[config.mk]
export PLATFORM = sky130hd
export DESIGN_NAME = corrige_hamming
export DESIGN_NICKNAME = d
export VERILOG_FILES = /design/src/rtl/corrige_hamming.sv
export SDC_FILE = /design/constraint.sdc
export NUM_CORES = 1
export LEC_CHECK = 0
export BUFFER_PORTS_ARGS = -buffer_cell sky130_fd_sc_hd__buf_2
export CAP_MARGIN = 20
export CORE_MARGIN = 2
export CORE_UTILIZATION = 55
export DETAILED_ROUTE_END_ITERATION = 6
export PLACE_DENSITY = 0.81
export SLEW_MARGIN = 20
export SYNTH_ARGS = -nofsm -noshare
export SYNTH_HDL_FRONTEND = slang
export SYNTH_SLANG_ARGS = --single-unit
[constraint.sdc]
create_clock -name clk -period 3.4 [get_ports clk]
set_input_delay 0.17 -clock clk [delete_from_list [all_inputs] [get_ports clk]]
set_output_delay 0.17 -clock clk [all_outputs]
set_load 0.01 [all_outputs]
[src/rtl/corrige_hamming.sv]
// Hamming(15,11) single-error corrector with a two-stage valid/ready pipeline
// and a saturating count of delivered words that needed a correction.
module corrige_hamming (
  input  logic        clk,
  input  logic        rst_n,
  input  logic        entrada_valida,
  input  logic [14:0] entrada,
  output logic        entrada_pronta,
  output logic        saida_valida,
  input  logic        saida_pronta,
  output logic [10:0] saida,
  output logic [3:0]  sindrome,
  output logic        erro,
  input  logic        limpa_cont,
  output logic [15:0] cont_corrigidos
);

  // Stage 1 holds the raw codeword plus its syndrome.
  logic        s1_valid;
  logic [14:0] s1_word;
  logic [3:0]  s1_synd;

  logic [3:0]  synd_in;
  logic [10:0] flip_mask;
  logic        load1;
  logic        load2;
  logic        xfer_out;

  // Stage 2 may be overwritten when empty or when its word leaves this cycle.
  assign load2          = !saida_valida || saida_pronta;
  assign load1          = !s1_valid || load2;
  assign entrada_pronta = load1;
  assign xfer_out       = saida_valida && saida_pronta;

  // Syndrome of the incoming word: received parity vs recomputed parity.
  always_comb begin
    synd_in[0] = entrada[11] ^ (^{entrada[0], entrada[1], entrada[3], entrada[4],
                                  entrada[6], entrada[8], entrada[10]});
    synd_in[1] = entrada[12] ^ (^{entrada[0], entrada[2], entrada[3], entrada[5],
                                  entrada[6], entrada[9], entrada[10]});
    synd_in[2] = entrada[13] ^ (^{entrada[1], entrada[2], entrada[3], entrada[7],
                                  entrada[8], entrada[9], entrada[10]});
    synd_in[3] = entrada[14] ^ (^entrada[10:4]);
  end

  // Data bit to invert for the syndrome held in stage 1; parity positions
  // (1,2,4,8) and zero leave the data untouched.
  always_comb begin
    flip_mask = '0;
    case (s1_synd)
      4'd3:    flip_mask[0]  = 1'b1;
      4'd5:    flip_mask[1]  = 1'b1;
      4'd6:    flip_mask[2]  = 1'b1;
      4'd7:    flip_mask[3]  = 1'b1;
      4'd9:    flip_mask[4]  = 1'b1;
      4'd10:   flip_mask[5]  = 1'b1;
      4'd11:   flip_mask[6]  = 1'b1;
      4'd12:   flip_mask[7]  = 1'b1;
      4'd13:   flip_mask[8]  = 1'b1;
      4'd14:   flip_mask[9]  = 1'b1;
      4'd15:   flip_mask[10] = 1'b1;
      default: flip_mask     = '0;
    endcase
  end

  // Stage 1: capture codeword and syndrome; data only sampled on a real transfer.
  always_ff @(posedge clk or negedge rst_n) begin
    if (!rst_n) begin
      s1_valid <= 1'b0;
      s1_word  <= '0;
      s1_synd  <= '0;
    end else if (load1) begin
      s1_valid <= entrada_valida;
      if (entrada_valida) begin
        s1_word <= entrada;
        s1_synd <= synd_in;
      end
    end
  end

  // Stage 2: corrected data and status, held while downstream stalls.
  always_ff @(posedge clk or negedge rst_n) begin
    if (!rst_n) begin
      saida_valida <= 1'b0;
      saida        <= '0;
      sindrome     <= '0;
      erro         <= 1'b0;
    end else if (load2) begin
      saida_valida <= s1_valid;
      if (s1_valid) begin
        saida    <= s1_word[10:0] ^ flip_mask;
        sindrome <= s1_synd;
        erro     <= |s1_synd;
      end
    end
  end

  // Saturating count of delivered corrected words; clear wins over increment.
  always_ff @(posedge clk or negedge rst_n) begin
    if (!rst_n) begin
      cont_corrigidos <= '0;
    end else if (limpa_cont) begin
      cont_corrigidos <= '0;
    end else if (xfer_out && erro && (cont_corrigidos != 16'hFFFF)) begin
      cont_corrigidos <= cont_corrigidos + 16'd1;
    end
  end

endmodule

**Word-level counts from Yosys, hierarchy flattened**

Index checks and enable logic that the tools add are counted.

- Muxes and demuxes: 13
- Add/sub/neg operators: 1
- Bitwise logic cells: 5
- Eq/ne operators: 12
- Reduce and logical (&&, ||, !) cells: 15

Operators with widths:

| cell | count |
|---|---|
| 16-bit 2-to-1 mux | 2 |
| 4-bit equality test (second input constant) | 7 |
| 7-bit parity | 4 |
| 16-bit by 1-bit adder with 16-bit output (second input constant) | 1 |
| 16-bit inequality test (second input constant) | 1 |
| 4-bit by 3-bit equality test with 1-bit output (second input constant) | 3 |
| 1-bit 2-to-1 mux | 11 |
| 11-bit XOR | 1 |
| 4-bit by 2-bit equality test with 1-bit output (second input constant) | 1 |
| 2-bit AND reduction | 2 |
| 4-bit OR reduction | 1 |
| 1-bit XOR | 4 |
| 1-bit logical AND | 3 |
| 1-bit logical NOT | 2 |
| 1-bit logical OR | 2 |
| 2-bit nonzero test | 1 |

- Bits of input ports: 20
- Output and inout port bits: 34
- Bits in registers: 49

**Longest topological paths before layout**

- Depth in word-level cells: 5
- Depth in mapped cells: 7

**Worst setup path after synthesis**

OpenSTA, ideal clock, no wires.

- Path type: reg2reg
- From: register cont_corrigidos[0]
- To: register cont_corrigidos[1]
- Setup slack: 1.690 ns
- Stages on the path, launching flop included: 8
- Setup time: 0.119 ns
- Buffers on the path: 1
- Required time: 3.281 ns
- Clock period less this slack: 1.710 ns
- Arrival: 1.591 ns
- Cells stage by stage: dfrtp_1 > ha_1 > and3_1 > and3_1 > buf_2 > a21boi_1 > mux2i_1 > nor2_1

- Longest elaborated chain between the ends: 3

Ends and longest elaborated chain:

| what | RTL line | RTL |
|---|---|---|
| from (decl) | 15 | `output logic [15:0] cont_corrigidos` |
| from (signal assigned) | 105 | `cont_corrigidos <= cont_corrigidos + 16'd1;` |
| 16-bit by 1-bit adder with 16-bit output / 16-bit inequality test (equally long branches) | 105, 104 |  |
| 16-bit 2-to-1 mux / 1-bit logical AND (equally long branches) | 104 | `end else if (xfer_out && erro && (cont_corrigidos != 16'hFFFF)) begin` |
| 16-bit 2-to-1 mux / 2-bit nonzero test (equally long branches) | - |  |

Parallel ways exist; a longest one is shown, timed or not. The select of a mux whose other input is x is not followed.
A chain may end at the register's enable or synchronous reset.

**Worst setup path in the final report**

Same ends and word-level chain as after synthesis.

==> out/summary.txt <==
status -> finished clean
CTS root buf -> clkbuf_8
maximum clock path buffer count -> 2
final antenna diode count -> 0
Vias -> 1811
maximum number of pins on one net before global-route repair -> 50
crit path DAT -> 1960 ps
YS warnings -> 0
top cells by area, synth -> dfrtp_1 (49%), xnor2_1 (13%), mux2_2 (6.8%), nor2_1 (3.8%), nand2_1 (3.6%)
Sink Count -> 49
Placed Instances -> 329
Area Overhead vs Synth -> 15.78%
Die ar. -> 5064 sq um
Worst EP required -> 3580 ps
CP max-delay cell -> dfrtp_1
die width -> 71.17 um
# H-tree levels -> 2
core area -> 4354 sq um
critical path peak fanout -> 6
Yosys top cell area share -> 0.4942
Avg Vias per Cell -> 5.374
Worst Skew -> 6.010 ps
Seq/Total Area, Yosys -> 0.4942
Die Ht -> 71.17 um
RSZ-0062 raised after global routing -> false
Hold Crit Class -> in2reg
asr flop ratio synth -> 1.000
Worst Tran Pin Value -> 783.7 ps
Post-synth top cells -> dfrtp_1 (49), xnor2_1 (38), nor2_1 (25)
worst setup path class -> reg2reg
Pre-Repair DR Iteration Count -> 4
total negative setup slack -> 0 ps
Worst setup SP type -> register
Worst setup EP type -> register
dpl hpwl -> 3.453 mm
Final min period -> 1779 ps
initial antenna violation count -> 0
Avg Cell Area, Syn -> 10.69 sq um
CTS clk-pin slew, worst paths -> 90 ps
via count of the first global-routing pass -> 1771
first-pass GRT wire length -> 7.921 mm
Clk Latency, worst-skew pair -> 300 ps
Fmax -> 562.1 MHz
ratio of cells with drive above 1 in the final layout -> 0.2877
Relative slew margins -> 0.4762
Cell Area, Synth -> 2481 sq um
Total Wirelength -> 4.609 mm
DRC viols -> 0
cell depth of the worst setup path -> 6
GP Congestion -> 0.8099
Post-synth EDFFs -> 0
TritonCTS clock tree -> yes
post_cts resized -> 0
Syn Nets -> 253
setup violators final -> 0
# fillers -> 348
Synth Flop Type -> dfrtp_1
total grt overflow -> 0
Synth area leader -> dfrtp_1
Final Cycle Share -> 0.5232
DR WL/cell -> 13.68 um
Post-CTS Repair Setup Buffers -> 0
Yosys reg bits -> 49
final hold vios -> 0
Peak supply drop -> 0.2765 mV
Syn Inst Count -> 232
# rows -> 24
Total Nets Final -> 306
non-filler cells, final -> 337
CP top delay family -> simple AND/OR/NAND/NOR gates
Final Max Slew Viols -> 0
WHS Path Cells -> 2
Cell Pwr Density -> 536.7 nW/um^2
Crit path largest cell delay -> 440 ps
Top cell by count, worst path -> and3_1
GRT Total Usage -> 0.2000
Antenna Violating Nets Remaining -> 0
CP Buf/Inv Count -> 0
Starting Density -> 0.5698
worst path cell trace -> ha_1 > and3_1 > and3_1 > a21boi_1 > mux2i_1 > nor2_1
Leakage Power -> 1.264 nW
Worst Reg-to-Reg Cells -> 6
hold_buf cts -> 0
PortBufs -> 53
starting DRC count in detailed routing -> 90
CTS buffer count -> 5
post-synth cell types -> 36
max cap viols -> 0
top-count cell post-synth -> dfrtp_1
Ports -> 54
==> worst paths after layout <==
kind,end,from,slack (ps)
min,s1_valid,entrada_valida,70
max in group asynchronous,cont_corrigidos[11],rst_n,2580
min in group asynchronous,cont_corrigidos[3],rst_n,410
min reg2reg,saida[9],saida[9],480
max reg2reg,cont_corrigidos[1],cont_corrigidos[0],1620
max,cont_corrigidos[1],cont_corrigidos[0],1620
==> sequential cells by signal (all words and copies together) (netlist names) <==
register	count
cont_corrigidos	16
erro	1
s1_synd	4
s1_valid	1
s1_word	11
saida	11
saida_valida	1
sindrome	4
==> stage by stage <==
step | setup slack [ps] | utilization | hold slack [ps] | total power, mW | cell area, sq um
after floorplan | 1690 | - | -125.6 | 1.010 | 2481
after global placement | 1716 | 0.6330 | 376.2 | 1.143 | 2756
after detailed placement | 1628 | 0.6330 | 385.4 | 1.158 | 2756
after CTS | 1614 | 0.6569 | 67.98 | 1.556 | 2860
after global routing | 1507 | 0.6598 | 65.78 | 1.640 | 2873
final | 1621 | 0.6598 | 72.14 | 1.542 | 2873
==> per-layer routing <==
layer / GRT usage / vias up / share of wire
met5: 0 / - / 0
met4: 0.06289 / 0 / 0.0087
met3: 0.04986 / 4 / 0.047
met2: 0.3560 / 48 / 0.54
met1: 0.2366 / 871 / 0.41
li1: - / 888 / -
==> kinds of logic (layout without fill, tap and decap cells) <==
family / count (synthesis) / in the layout / share of synthesized area
and+or+nand+nor: 84 / 84 / 0.1790
DFF: 49 / 49 / 0.4942
xor gates and xnor gates: 46 / 46 / 0.1624
AOI/OAI and AO/OA: 25 / 25 / 0.05800
muxes: 17 / 17 / 0.07615
buffers and inverters: 10 / 63 / 0.02522
adders and majority gates: 1 / 1 / 0.005042
==> cell usage in the layout, fill, tap and decap left out, drive strengths merged, types with 2 or more instances in the layout <==
cell	count
a211oi	4
a21oi	2
and3	4
and4	2
buf	53
clkbuf	5
dfrtp	49
inv	2
mux2	15
mux2i	2
nand2	24
nand2b	8
nand3	6
nand4	2
nor2	25
nor3	4
nor4	4
o21ai	16
or2	2
xnor2	38
xor2	8
==> worst register-to-register path, cell delays in order, from the launching register on <==
cell and delay [ps]:
dfrtp_1 440, ha_1 220, and3_1 150, and3_1 260, a21boi_1 300, mux2i_1 230
nor2_1 60
==> report_power, final <==
group / internal (mW) / switching [mW]
combinational: 0.183 / 0.195
sequential: 0.685 / 0.0807
clock: 0.214 / 0.185
==> final cells by class <==
cell class / instances / area [sq um] / area share
clock buffer: 5 / 68.82 / 0.02395
clock inverter: 2 / 35.03 / 0.01220
inverter: 2 / 7.507 / 0.002613
multi-input combinational: 173 / 1192 / 0.4151
sequential: 49 / 1226 / 0.4268
tap: 52 / 65.06 / 0.02265
timing repair buffer: 54 / 277.8 / 0.09669
(Power assumes the default switching activity.)
